<file path="config.mk">
export PLATFORM = sky130hd
export DESIGN_NAME = mem_wb_stage
export DESIGN_NICKNAME = d
export VERILOG_FILES = /design/src/rtl/mem_wb_stage.sv
export SDC_FILE = /design/constraint.sdc
export NUM_CORES = 1
export LEC_CHECK = 0
export ABC_CLOCK_PERIOD_IN_PS = 2100
export CAP_MARGIN = 20
export CORE_MARGIN = 3
export CORE_UTILIZATION = 40
export CTS_CLUSTER_DIAMETER = 80
export DETAILED_ROUTE_END_ITERATION = 8
export MAX_ROUTING_LAYER = met4
export PLACE_DENSITY = 0.68
export SKIP_CTS_REPAIR_TIMING = 1
export SYNTH_ARGS = -nofsm -noshare
export SYNTH_HDL_FRONTEND = slang
export SYNTH_SLANG_ARGS = --single-unit
</file>
<file path="constraint.sdc">
create_clock -name clk -period 2.1 [get_ports clk]
set_input_delay 0.21 -clock clk [delete_from_list [all_inputs] [get_ports clk]]
set_output_delay 0.21 -clock clk [all_outputs]
set_load 0.01 [all_outputs]
</file>
<file path="src/rtl/mem_wb_stage.sv">
// rtl/mem_wb_stage.sv - MEM/WB pipeline register with big-endian load extraction and LL/SC link bit (optional: WB_LLBIT_EN)
module mem_wb_stage #(
  parameter int DW = 32,
  parameter int AW = 5
) (
  input  logic          clk,
  input  logic          rst,
  input  logic          stall_mem,
  input  logic          stall_wb,
  input  logic          flush,
  input  logic [AW-1:0] mem_wd,
  input  logic          mem_wreg,
  input  logic [DW-1:0] mem_wdata,
  input  logic [2:0]    mem_ldtype,
  input  logic [1:0]    mem_addr,
  input  logic [DW-1:0] mem_rdata,
  input  logic [DW-1:0] mem_reg2,
  input  logic          mem_llbit_we,
  input  logic          mem_llbit_value,
  output logic [AW-1:0] wb_wd,
  output logic          wb_wreg,
  output logic [DW-1:0] wb_wdata,
  output logic          llbit_o
);

  localparam logic [2:0] LD_NONE = 3'd0;
  localparam logic [2:0] LD_LB   = 3'd1;
  localparam logic [2:0] LD_LBU  = 3'd2;
  localparam logic [2:0] LD_LH   = 3'd3;
  localparam logic [2:0] LD_LHU  = 3'd4;
  localparam logic [2:0] LD_LW   = 3'd5;
  localparam logic [2:0] LD_LWL  = 3'd6;
  localparam logic [2:0] LD_LWR  = 3'd7;

  logic [AW-1:0] wd_q;
  logic          wreg_q;
  logic [DW-1:0] wdata_q;
  logic [2:0]    ldtype_q;
  logic [1:0]    addr_q;
  logic [DW-1:0] rdata_q;
  logic [DW-1:0] reg2_q;

  // Capture MEM results; flush and MEM stall both turn into a bubble, WB stall holds.
  always_ff @(posedge clk) begin
    if (rst || flush) begin
      wd_q     <= '0;
      wreg_q   <= 1'b0;
      wdata_q  <= '0;
      ldtype_q <= LD_NONE;
      addr_q   <= 2'b00;
      rdata_q  <= '0;
      reg2_q   <= '0;
    end else if (stall_wb) begin
      wd_q     <= wd_q;
      wreg_q   <= wreg_q;
      wdata_q  <= wdata_q;
      ldtype_q <= ldtype_q;
      addr_q   <= addr_q;
      rdata_q  <= rdata_q;
      reg2_q   <= reg2_q;
    end else if (stall_mem) begin
      wd_q     <= '0;
      wreg_q   <= 1'b0;
      wdata_q  <= '0;
      ldtype_q <= LD_NONE;
      addr_q   <= 2'b00;
      rdata_q  <= '0;
      reg2_q   <= '0;
    end else begin
      wd_q     <= mem_wd;
      wreg_q   <= mem_wreg;
      wdata_q  <= mem_wdata;
      ldtype_q <= mem_ldtype;
      addr_q   <= mem_addr;
      rdata_q  <= mem_rdata;
      reg2_q   <= mem_reg2;
    end
  end

  assign wb_wd   = wd_q;
  assign wb_wreg = wreg_q;

  logic [7:0]  byte_sel;
  logic [15:0] half_sel;

  // Big-endian extraction: address 0 names the most significant byte of the bus word.
  always_comb begin
    byte_sel = 8'h00;
    half_sel = 16'h0000;
    wb_wdata = wdata_q;
    case (addr_q)
      2'd0:    byte_sel = rdata_q[DW-1 -: 8];
      2'd1:    byte_sel = rdata_q[DW-9 -: 8];
      2'd2:    byte_sel = rdata_q[15:8];
      default: byte_sel = rdata_q[7:0];
    endcase
    half_sel = addr_q[1] ? rdata_q[15:0] : rdata_q[DW-1 -: 16];
    case (ldtype_q)
      LD_LB:   wb_wdata = {{(DW-8){byte_sel[7]}}, byte_sel};
      LD_LBU:  wb_wdata = {{(DW-8){1'b0}}, byte_sel};
      LD_LH:   wb_wdata = {{(DW-16){half_sel[15]}}, half_sel};
      LD_LHU:  wb_wdata = {{(DW-16){1'b0}}, half_sel};
      LD_LW:   wb_wdata = rdata_q;
      LD_LWL: begin
        case (addr_q)
          2'd0:    wb_wdata = rdata_q;
          2'd1:    wb_wdata = {rdata_q[DW-9:0],  reg2_q[7:0]};
          2'd2:    wb_wdata = {rdata_q[DW-17:0], reg2_q[15:0]};
          default: wb_wdata = {rdata_q[DW-25:0], reg2_q[23:0]};
        endcase
      end
      LD_LWR: begin
        case (addr_q)
          2'd0:    wb_wdata = {reg2_q[DW-1:8],  rdata_q[DW-1 -: 8]};
          2'd1:    wb_wdata = {reg2_q[DW-1:16], rdata_q[DW-1 -: 16]};
          2'd2:    wb_wdata = {reg2_q[DW-1:24], rdata_q[DW-1 -: 24]};
          default: wb_wdata = rdata_q;
        endcase
      end
      default: wb_wdata = wdata_q;
    endcase
  end

`ifdef WB_LLBIT_EN
  logic llbit_q;

  // Link bit: cleared by flush, held by any stall, otherwise written by LL/SC.
  always_ff @(posedge clk) begin
    if (rst || flush) begin
      llbit_q <= 1'b0;
    end else if (stall_wb || stall_mem) begin
      llbit_q <= llbit_q;
    end else if (mem_llbit_we) begin
      llbit_q <= mem_llbit_value;
    end
  end

  // Forward an in-flight link update so a following SC sees it without waiting a cycle.
  always_comb begin
    llbit_o = llbit_q;
    if (rst || flush) begin
      llbit_o = 1'b0;
    end else if (mem_llbit_we) begin
      llbit_o = mem_llbit_value;
    end
  end
`else
  logic unused_llbit;
  assign unused_llbit = mem_llbit_we ^ mem_llbit_value;
  assign llbit_o      = 1'b0;
`endif

endmodule

</file>
# Word-level counts from Yosys, hierarchy flattened

Cells that the tools add are included.

Equal/unequal tests: 9
Multiplexer cells: 12
Reductions and logical operators: 2

Operators by type and width:

| cell               | count |
|---|---|
| $pmux 32 s7        | 1 |
| $pmux 32 s3        | 2 |
| $mux 32            | 3 |
| $pmux 8 s3         | 1 |
| $mux 16            | 1 |
| $eq 3x3->1 const B | 4 |
| $eq 3x2->1 const B | 2 |
| $mux 5             | 1 |
| $eq 3x1->1 const B | 1 |
| $mux 3             | 1 |
| $eq 2x1->1 const B | 1 |
| $eq 2x2->1 const B | 1 |
| $logic_not 2->1    | 1 |
| $mux 2             | 1 |
| $logic_or 1x1->1   | 1 |
| $mux 1             | 1 |

Register bits after elaboration: 107
Input bits: 114
Output and inout port bits: 39
Logic and storage cells: 30

# Depth between registers and ports, before layout

Gate-level depths: netlist of the first run.

Depth after elaboration: 3
Mapped depth: 8
Depth with buffers taken out: 4

# Worst setup path after synthesis of the first run

No wires, ideal clock.

Path kind: flip-flop to output port
Start point: register addr_q[1]
End point: output port wb_wdata[11]
Arrival: 1648 ps
Required time: 1890 ps
Path slack: 242 ps
Stages on the path, launching flop included: 7
Path buffers: 2
Cell sequence: dfxtp_1 -> buf_2 -> or4b_4 -> a21oi_4 -> buf_6 -> nand2_1 -> a41oi_1

Longest elaborated chain between the ends: 3
Elaborated cells on any way between the ends: 8
Classes of those cells: eq/ne: 2; mux: 5; reduce/logical: 1

Ends and longest elaborated chain:

| what                                | RTL line     | source |
|---|---|---|
| start: declaration                  | 39           | `logic [1:0] addr_q;` |
| start signal: assignment            | 58           | `addr_q <= addr_q;` |
| start signal: assignment            | 74           | `addr_q <= mem_addr;` |
| $eq 2x2->1 (tied with other cells)  | 91, 105, 113 |  |
| $pmux 32 s3 (tied with other cells) | 113          | `case (addr_q)` |
| $pmux 32 s7 *                       | 98           | `case (ldtype_q)` |
| end: declaration                    | 22           | `output logic [DW-1:0] wb_wdata,` |

Mark *: on every way between the ends. The rest lies on a longest branch, timed or not.

# Worst setup path after layout of the first run

Start point: register addr_q[0]
End point: output port wb_wdata[23]

The elaborated chain is that of the path after synthesis.

==> results.md, run 1 <==
* Outcome: complete, but fails checks
* Failing checks: setup timing
* RSZ-0062 raised after global routing: true
* Setup TNS Final at -9590 ps
* Skew-Pair Late Insertion Delay at 360 ps
* P_leak at 3.28 nW
* Post-DRT Antenna Nets at 0
* DRC violations left at 0
* Drt pass-1 iters at 5
* FF-to-FF End: addr_q[0]
* Io pins at 153
* Nets at 979
* Hold Path Cell Cnt at 3
* Syn-to-layout area delta at 50.9%
* Final Setup Violations at 32
* Synthesis-stage register bit count at 107
* Longest Clk Path Bufs at 2
* Initial antenna violation count at 0
* R2R Setup Slk at 960 ps
* Top FF cell, synth: dfxtp_1
* Area of the core at 0.0136 mm²
* Port Buffers at 149
* Endpoint class of the critical path: output port
* H-tree levels at 3
* TritonCTS Buffers at 9
* Critical Path End: wb_wdata[23]
* Min Tclk post-route at 2490 ps
* Hold Crit Start: stall_wb
* Die Width at 125 µm
* Final Hold Fails at 0
* Worst hold path class: in -> reg
* CP Launch Type: flop
* Drt wl/cell at 22.3 µm
* Post-Syn Instances at 645
* GP Congestion at 1.01
* VDD IR max at 0.000400 V
* Clock transition at path regs at 70 ps
* Maximum capacitance violations at 0
* Crit-path cells: buf_12 > buf_4 > mux4_2 > a32o_1 > o32a_1 > buf_2
* Count of yosys warnings during synthesis at 0
* Reg-to-reg startpoint: addr_q[0]
* Die ar. at 0.0157 mm²
* Distinct cells, synth at 50
* WS Path Type: reg -> out
* Vias in the first global route at 5,942
* Largest net degree at the start of global routing at 61
* Chip height at 125 µm
* Vias per inst at 5.95
* Syn_area_per_cell at 8.84 µm²
* CTS Root Cell: clkbuf_16
* Gr ovfl total at 0
* Syn Nets at 759
* Setup WS post-layout at -393 ps
* Non-Filler Instances at 1,046
* Post-route cell area at 0.00861 mm²
* Max stage delay on crit path at 520 ps
* Crit share post-route at 1.19
* Worst EP arrival at 2280 ps
* Fin. max-slew vios at 0
* CTS tree: built
* Worst r2r path cells at 5
* N_diodes at 0
* CTS sink count at 107
* Setup Skew at 0 ps
* Setup WS pre-CTS at -490 ps
* Detailed Route Iter0 Violations at 527
* PnR Total Power at 4.67 mW
* Wire length of the first global-routing pass at 34,700 µm
* Share of layout cells above drive strength 1 at 0.278
* Yosys top cell by area: dfxtp_1
* Crit path from: addr_q[0]
* Post-Place Cells at 1,005
* Via Count at 6,223
* Yosys top cell area share at 0.376
* CP max stage cell: mux4_2
* All-layer global routing usage at 0.290
* Post-synth EDFFs at 0
* Post-DP Area at 0.00800 mm²
* Synthesized cell area at 0.00570 mm²
* Initial core utilization at 0.419
* Fmax at 401 MHz
* Ys async rst share at 0
* Total Wirelength at 23,300 µm
* Detailed placement HPWL at 16,600 µm
* Site Rows at 42
* Synth area leaders: dfxtp_1 (38%), a22oi_1 (15%), nor2_1 (8.9%)
* Worst Path Max Fanout at 8
* Sequential share of the synthesized area at 0.376
* Pwr per Cell Area at 543 mW/mm²
* CP required at 1890 ps
* # fillers at 1,183
layout by cell type (no fill, tap or decap), types with 5 or more instances in the layout:
| cell | count |
|---|---|
| nand2_1 | 39 |
| mux4_2 | 19 |
| buf_4 | 101 |
| buf_12 | 10 |
| a32o_1 | 6 |
| nor2_1 | 134 |
| o21ai_1 | 5 |
| buf_2 | 20 |
| nand2_2 | 8 |
| dlymetal6s2s_1 | 6 |
| a41oi_2 | 6 |
| o22a_1 | 8 |
| a221oi_1 | 5 |
| o21ai_0 | 13 |
| buf_6 | 14 |
| a22oi_1 | 116 |
| a222oi_1 | 6 |
| o32a_1 | 9 |
| mux2i_1 | 11 |
| clkdlybuf4s50_1 | 116 |
| dfxtp_1 | 103 |
| mux2_2 | 20 |
| clkbuf_2 | 6 |
| clkbuf_16 | 10 |
| a21oi_1 | 14 |
metal layers:
metal | routed length (µm) | track usage | part of all wire | up-vias
met4 | 707 | 0.0976 | 0.030 | 0
met1 | 9970 | 0.377 | 0.43 | 3026
met2 | 11100 | 0.451 | 0.47 | 302
li1 | - | - | - | 2851
met5 | 0 | - | 0 | -
met3 | 1580 | 0.0588 | 0.068 | 44
worst min path at each step:
| stage | end | slack (ps) |
|---|---|---|
| 2_1_floorplan | addr_q[0] | 350 |
| 3_3_place_gp | wb_wd[3] | 480 |
| 3_5_place_dp | wb_wd[3] | 500 |
| 4_1_cts | rdata_q[12] | 250 |
| 5_1_grt | reg2_q[26] | 270 |
| 6_report | reg2_q[26] | 270 |
worst max-delay path, delay by kind of cell (launching register included):
kind	cells	cell delay (ps)
AO/OA/AOI/OAI	2	570
multiplexers	1	520
buffers and inverters	3	430
flip-flops	1	400
metrics by stage:
step | utilization | hold WS [ps]
6_report | 0.632 | 265
3_3_place_gp | 0.588 | 481
2_1_floorplan | - | 354
4_1_cts | 0.610 | 249
3_5_place_dp | 0.588 | 498
5_1_grt | 0.632 | 267
cell type report:
type,count,area [µm²],area share
inverters,4,15.0,0.00174
well taps,176,220,0.0256
clock buffers,11,243,0.0282
multi-input cells,467,3370,0.392
repair buffers,276,2540,0.295
clock inverters,5,61.3,0.00712
flip-flops and latches,107,2150,0.250
synth_stat cells (8+ instances only):
cell / number
o32a_1: 9
dfxtp_1: 107
mux2_2: 20
o21ai_0: 19
clkbuf_1: 38
mux4_2: 19
a22oi_1: 116
mux2i_1: 13
a21oi_1: 14
nand2_1: 47
o22a_1: 8
nor2_1: 135
buf_2: 19
registers in the layout, summed over array words and instances (netlist names):
signal / cells
addr_q: 2
ldtype_q: 3
rdata_q: 32
reg2_q: 32
wb_wd: 5
wb_wreg: 1
wdata_q: 32
logic make-up after synthesis:
family	Yosys count	synth area share
AOI/OAI and AO/OA	207	0.279
xor gates and xnor gates	1	0.00154
buffers and inverters	72	0.0562
DFF	107	0.376
muxes	54	0.142
other	1	0.000658
and+or+nand+nor	203	0.145
power breakdown:
part,switching [mW],internal (mW),total (mW)
registers,0.0449,2.07,2.11
logic,0.348,0.436,0.784
clock network,0.815,0.966,1.78
total,1.21,3.47,4.67
Note: power is estimated with default switching activity, not from simulation.
==> inputs of run 2 (changes only) <==
GPL_ROUTABILITY_DRIVEN = 1   (was not set)
RECOVER_POWER = 25   (was not set)
==> run 2 against run 1 <==
  * The run still ends with setup timing left
  * Hold slack worse by 2.3 ps
  * Critical path depth is 1 higher
  * Cell count stayed put
  * Register-to-register slack worse by 50 ps
  * Global-route usage stayed put
  * Flip-flop and latch count stayed put
  * Die area stayed put
  * Clock skew stayed put
  * Final area is 0.38% lower
  * Largest cell class unchanged
==> results.md, run 2 (synthesis gave the netlist of run 1 again) <==
* CTS Root Cell: clkbuf_16
* Final Setup Violations at 32 (unchanged)
* Initial core utilization at 0.419 (unchanged)
* Final Hold Fails at 0 (unchanged)
* Post-Place Cells at 1,005 (unchanged)
* Clock transition at path regs at 70 ps (about the same)
* VDD IR max at 0.000400 V (about the same)
* Drt pass-1 iters at 7 (+2)
* Setup TNS Final at -9550 ps (+39.2 ps)
* CP max stage cell: or4b_4
* Skew-Pair Late Insertion Delay at 360 ps (about the same)
* All-layer global routing usage at 0.290 (unchanged)
* Via Count at 6,262 (+0.63%)
* Register area at 0.00215 mm² (unchanged)
* Reg power frac at 0.452 (about the same)
* Min Tclk post-route at 2490 ps (+1.20 ps)
* Setup WS post-layout at -394 ps (-1.20 ps)
* Setup WS pre-CTS at -490 ps (unchanged)
* Max stage delay on crit path at 550 ps (+30 ps)
* Worst Path Max Fanout at 6 (-2)
* Wire length of the first global-routing pass at 34,700 µm (unchanged)
* Chip height at 125 µm (unchanged)
* Nets at 979 (unchanged)
* Switch share at 0.259 (+0.000779)
* Outcome: complete, but fails checks
* Worst r2r path cells at 5 (unchanged)
* Most frequent cells in the layout: nor2_1 (134), a22oi_1 (116), clkdlybuf4s50_1 (115), dfxtp_1 (103), buf_4 (101)
* Worst hold path class: in -> reg
* Reg-to-reg startpoint: addr_q[0]
* Die Width at 125 µm (unchanged)
* Io pins at 153 (unchanged)
* Logic pwr share at 0.166 (-0.002)
* Core Util, Final at 0.630 (-0.00239)
* CTS tree: built
* Crit path from: addr_q[0]
* Share of layout cells above drive strength 1 at 0.277 (-0.00115)
* Cell Int Power at 3.46 mW (-0.21%)
* CP Launch Type: flop
* Port Buffers at 149 (unchanged)
* WS Path Type: reg -> out
* Most common cell after layout, fill and taps aside: nor2_1
* Gr ovfl total at 0 (unchanged)
* Crit path buf inv count at 3 (unchanged)
* Worst-Margin Slew at 1260 ps
* Vias per inst at 5.99 (+0.63%)
* Clock power share at 0.382 (about the same)
* FF-to-FF End: addr_q[0]
* Drt wl/cell at 22.3 µm (about the same)
* Pwr per Cell Area at 545 mW/mm² (+0.27%)
* Hold Path Cell Cnt at 3 (unchanged)
* Endpoint class of the critical path: output port
* Syn-to-layout area delta at 50.4%
* Slew headroom at 0.163
* CP top delay family: simple AND/OR/NAND/NOR gates
* Die ar. at 0.0157 mm² (unchanged)
* CP required at 1890 ps (about the same)
* Biggest regs: rdata_q (32), reg2_q (32), wdata_q (32)
* Fin. max-slew vios at 0 (unchanged)
* Site Rows at 42 (unchanged)
* Area of the core at 0.0136 mm² (unchanged)
* Footprint of the multi-input gates at 0.00337 mm² (about the same)
* R2R Setup Slk at 910 ps (-50 ps)
* RSZ-0062 raised after global routing: true
* # fillers at 1,188 (+0.42%)
* Initial antenna violation count at 0 (unchanged)
* Setup Skew at 0 ps (unchanged)
* Crit share post-route at 1.19 (about the same)
* N_diodes at 0 (unchanged)
* GP Congestion at 1.01 (unchanged)
* P_leak at 3.27 nW (-0.43%)
* Fmax at 401 MHz (about the same)
* Detailed Route Iter0 Violations at 560 (+6.3%)
* Vias in the first global route at 5,942 (unchanged)
* Detailed placement HPWL at 16,600 µm (unchanged)
* TritonCTS Buffers at 9 (unchanged)
* DRC violations left at 0 (unchanged)
* P_sw at 1.21 mW (+0.19%)
* Hold Crit Start: stall_wb
* Total Wirelength at 23,300 µm (about the same)
* Longest Clk Path Bufs at 2 (unchanged)
* H-tree levels at 3 (unchanged)
* WHS at 263 ps (-2.31 ps)
* Post-DRT Antenna Nets at 0 (unchanged)
* Largest net degree at the start of global routing at 61 (unchanged)
* Worst EP arrival at 2280 ps (about the same)
* Failing checks: setup timing
* Crit-path cells: buf_12 > or4b_4 > a21oi_4 > buf_6 > a222oi_1 > a21oi_1 > buf_2
* Maximum capacitance violations at 0 (unchanged)
* CTS sink count at 107 (unchanged)
* Non-Filler Instances at 1,046 (unchanged)
* Hold EP: reg2_q[26]
[run 2: cell count changes in the layout (fill, tap and decap cells not counted), sizes merged]
cell and change:
buf -2, clkbuf +2, dlygate4sd3 +1, clkdlybuf4s50 -1
[run 2: area by class of cell]
class	count	area share
Tap cell	176	0.0257
Clock buffer	11	0.0283
Multi-Input combinational cell	467	0.393
Timing Repair Buffer	276	0.292
Clock inverter	5	0.00715
Sequential cell	107	0.251
Inverter	4	0.00175
[run 2: how the worst max path moves through the flow]
stage	slack [ps]	end	cells after the start
3_5_place_dp	-490	wb_wdata[6]	6
2_1_floorplan	240	wb_wdata[11]	6
5_1_grt	-450	wb_wdata[3]	7
3_3_place_gp	-490	wb_wdata[3]	6
4_1_cts	-900	wb_wdata[6]	6
6_report	-390	wb_wdata[5]	7
[run 2: metal layers]
metal	wire (µm)	vias up	share of wire	GRT usage
li1	-	2859	-	-
met1	9770	3031	0.42	0.377
met2	11000	326	0.47	0.451
met3	1780	46	0.076	0.0588
met4	718	0	0.031	0.0976
met5	0	-	0	-
[run 2: worst min-delay path, stage by stage]
cell and delay [ps]:
buf_4 190, a22oi_1 110, nor2_1 80
[run 2: metrics by stage]
step	power (mW)	area [µm²]
2_1_floorplan	2.46	5700
3_3_place_gp	2.92	8000
3_5_place_dp	2.93	8000
4_1_cts	4.70	8310
5_1_grt	4.83	8570
6_report	4.67	8570
[run 2: power by group through the flow]
stage | sequential (mW) | clock, mW | combinational, mW
finish | 2.11 | 1.78 | 0.776
floorplan | 2.14 | 0 | 0.318
CTS | 2.11 | 1.81 | 0.773
detailed placement | 2.16 | 0 | 0.768
global route | 2.11 | 1.88 | 0.832
global placement | 2.16 | 0 | 0.763
==> inputs of run 3 (changes only) <==
CORE_UTILIZATION = 25   (was 40)
CTS_CLUSTER_DIAMETER = 50   (was 80)
PLACE_DENSITY = not set   (was 0.68)
SLEW_MARGIN = 20   (was not set)
==> run 3 against run 2 <==
  * The flow still finishes with violations (setup timing)
  * Register-to-register slack improved by 200 ps
  * Power fell by 2.3%
  * Final area rose by 1.1%
  * Non-clock buffer count fell by 4
==> results.md, run 3 (synthesis gave the netlist of run 1 again) <==
* Setup Skew at 0 ps (unchanged)
* Most common cell after layout, fill and taps aside: nor2_1
* Reg-to-reg startpoint: addr_q[0]
* Setup WS pre-CTS at -315 ps (+175 ps)
* R2R Setup Slk at 1110 ps (+200 ps)
* Footprint of the multi-input gates at 0.00340 mm² (+0.78%)
* Max layer used: met4
* Fin. max-slew vios at 0 (unchanged)
* RSZ-0062 raised after global routing: true
* Crit-path cells: buf_12 > buf_6 > mux4_2 > a32o_2 > o32a_1 > buf_2
* DR WL met2 at 10,600 µm (-3.8%)
* CTS Root Cell: clkbuf_16
* Max stage delay on crit path at 500 ps (-50 ps)
* Worst r2r path cells at 4 (-1)
* Met3 WL at 1790 µm (+0.34%)
* Worst hold path class: in -> reg
* WS Path Type: reg -> out
* DRC violations left at 0 (unchanged)
* Vias in the first global route at 5,719 (-3.8%)
* Longest Clk Path Bufs at 2 (unchanged)
* Vias per inst at 5.35 (-11%)
* Detailed placement HPWL at 17,600 µm (+5.7%)
* FF-to-FF End: addr_q[0]
* CP required at 1890 ps (about the same)
* H-tree levels at 3 (unchanged)
* Skew-Pair Late Insertion Delay at 370 ps (about the same)
* Register area at 0.00215 mm² (-0.29%)
* Site Rows at 54 (+29%)
* Clock transition at path regs at 80 ps (about the same)
* TritonCTS Buffers at 9 (unchanged)
* Area of the core at 0.0221 mm² (+62%)
* Final Hold Fails at 0 (unchanged)
* Cell Int Power at 3.31 mW (-4.2%)
* Gr ovfl total at 0 (unchanged)
* Initial antenna violation count at 0 (unchanged)
* Share of layout cells above drive strength 1 at 0.282 (+0.00474)
* Nets at 975 (-0.41%)
* Failing checks: setup timing
* CP top delay family: compound AO/OA/AOI/OAI gates
* Fmax at 402 MHz (+0.36%)
* Chip height at 157 µm (+25%)
* Biggest regs: rdata_q (32), reg2_q (32), wdata_q (32)
* VDD IR max at 0.000316 V (-21%)
* Setup WS post-layout at -385 ps (+9.05 ps)
* Endpoint class of the critical path: output port
* Crit share post-route at 1.18 (-0.00431)
* CP Launch Type: flop
* Maximum capacitance violations at 0 (unchanged)
* Detailed Route Iter0 Violations at 660 (+18%)
* P_sw at 1.25 mW (+3.2%)
* Slew headroom at 0.387 (+0.224)
* Hold Path Cell Cnt at 3 (unchanged)
* Min Tclk post-route at 2480 ps (-9.05 ps)
* GP Congestion at 0.934 (-7.9%)
* Met1 wire length at 10,800 µm (+10%)
* Port Buffers at 149 (unchanged)
* Largest net degree at the start of global routing at 75 (+23%)
* Hold EP: reg2_q[6]
* CTS sink count at 107 (unchanged)
* Outcome: complete, but fails checks
* Die Width at 157 µm (+25%)
* Worst-Margin Slew at 920 ps (-336 ps)
* Initial core utilization at 0.258 (-0.161)
* All-layer global routing usage at 0.190 (-0.0999)
* CP max stage cell: mux4_2
* Io pins at 153 (unchanged)
* Clock power share at 0.364 (-0.018)
* Reg power frac at 0.463 (+0.011)
* CTS tree: built
* Final Setup Violations at 32 (unchanged)
* N_diodes at 0 (unchanged)
* Wire length of the first global-routing pass at 34,500 µm (-0.62%)
* Switch share at 0.274 (+0.0144)
* P_leak at 3.18 nW (-2.5%)
* Pwr per Cell Area at 527 mW/mm² (-3.3%)
* Post-DP Area at 0.00815 mm² (+1.8%)
* Worst Path Max Fanout at 7 (+1)
* Die ar. at 0.0247 mm² (+57%)
* Syn-to-layout area delta at 51.9%
* # fillers at 2,211 (+86%)
* Logic pwr share at 0.173 (+0.007)
* Crit path buf inv count at 3 (unchanged)
* Total Wirelength at 23,800 µm (+2.0%)
* Post-route cell area at 0.00866 mm² (+1.1%)
* Most frequent cells in the layout: nor2_1 (135), a22oi_1 (116), clkdlybuf4s50_1 (115), dfxtp_1 (104), buf_4 (98)
* Drt wl/cell at 20.8 µm (-6.9%)
* Via Count at 6,131 (-2.1%)
* Post-DRT Antenna Nets at 0 (unchanged)
* Worst EP arrival at 2270 ps (about the same)
* Hold Crit Start: mem_reg2[6]
* Drt pass-1 iters at 7 (unchanged)
run 3: cell types whose count changed in the layout (fill, tap and decap cells not counted), sizes merged:
| cell | change |
|---|---|
| bufinv | -1 |
| dlymetal6s2s | -5 |
| clkbuf | +4 |
| buf | -4 |
| inv | +3 |
| clkinv | -1 |
run 3: how the worst max path moves through the flow:
stage	startpoint	cells after the start	endpoint	slack, ps
2_1_floorplan	addr_q[1]	6	wb_wdata[11]	240
3_3_place_gp	ldtype_q[1]	6	wb_wdata[22]	-310
3_5_place_dp	ldtype_q[0]	6	wb_wdata[13]	-310
4_1_cts	ldtype_q[0]	6	wb_wdata[13]	-730
5_1_grt	addr_q[0]	7	wb_wdata[1]	-430
6_report	addr_q[0]	6	wb_wdata[19]	-380
run 3: tightest hold or removal path: cells and delay by family:
kind	cells	cell delay, ps
buf+inv	1	450
simple gates	1	70
compound gates	1	60
run 3: cell type report:
cell class | count | area share
well taps | 280 | 0.0404
inverters | 4 | 0.00173
multi-input cells | 467 | 0.392
flip-flops and latches | 107 | 0.248
repair buffers | 272 | 0.286
clock buffers | 10 | 0.0264
clock inverters | 6 | 0.00520
run 3: power groups by stage:
stage                     logic [mW]  registers, mW  clock network, mW
after floorplan                0.318           2.14                  0
after global placement         0.790           2.16                  0
after detailed placement       0.790           2.16                  0
after CTS                      0.794           2.11               1.70
after global routing           0.843           2.12               1.76
final                          0.788           2.11               1.66
run 3: layer usage:
layer  GRT usage  up-vias
li1            -     2856
met1       0.263     2939
met2       0.277      294
met3      0.0412       42
met4      0.0554        0
met5           -        -
run 3: stage by stage:
| step | power, mW | hold WS (ps) | setup TNS [ps] | instances | utilization |
|---|---|---|---|---|---|
| 2_1_floorplan | 2.46 | 354 | 0 | 645 | - |
| 3_3_place_gp | 2.95 | 481 | -7870 | 1106 | 0.369 |
| 3_5_place_dp | 2.95 | 493 | -8220 | 1106 | 0.369 |
| 4_1_cts | 4.60 | 341 | -21280 | 1122 | 0.381 |
| 5_1_grt | 4.72 | 466 | -14220 | 1146 | 0.392 |
| 6_report | 4.56 | 453 | -9110 | 1146 | 0.392 |
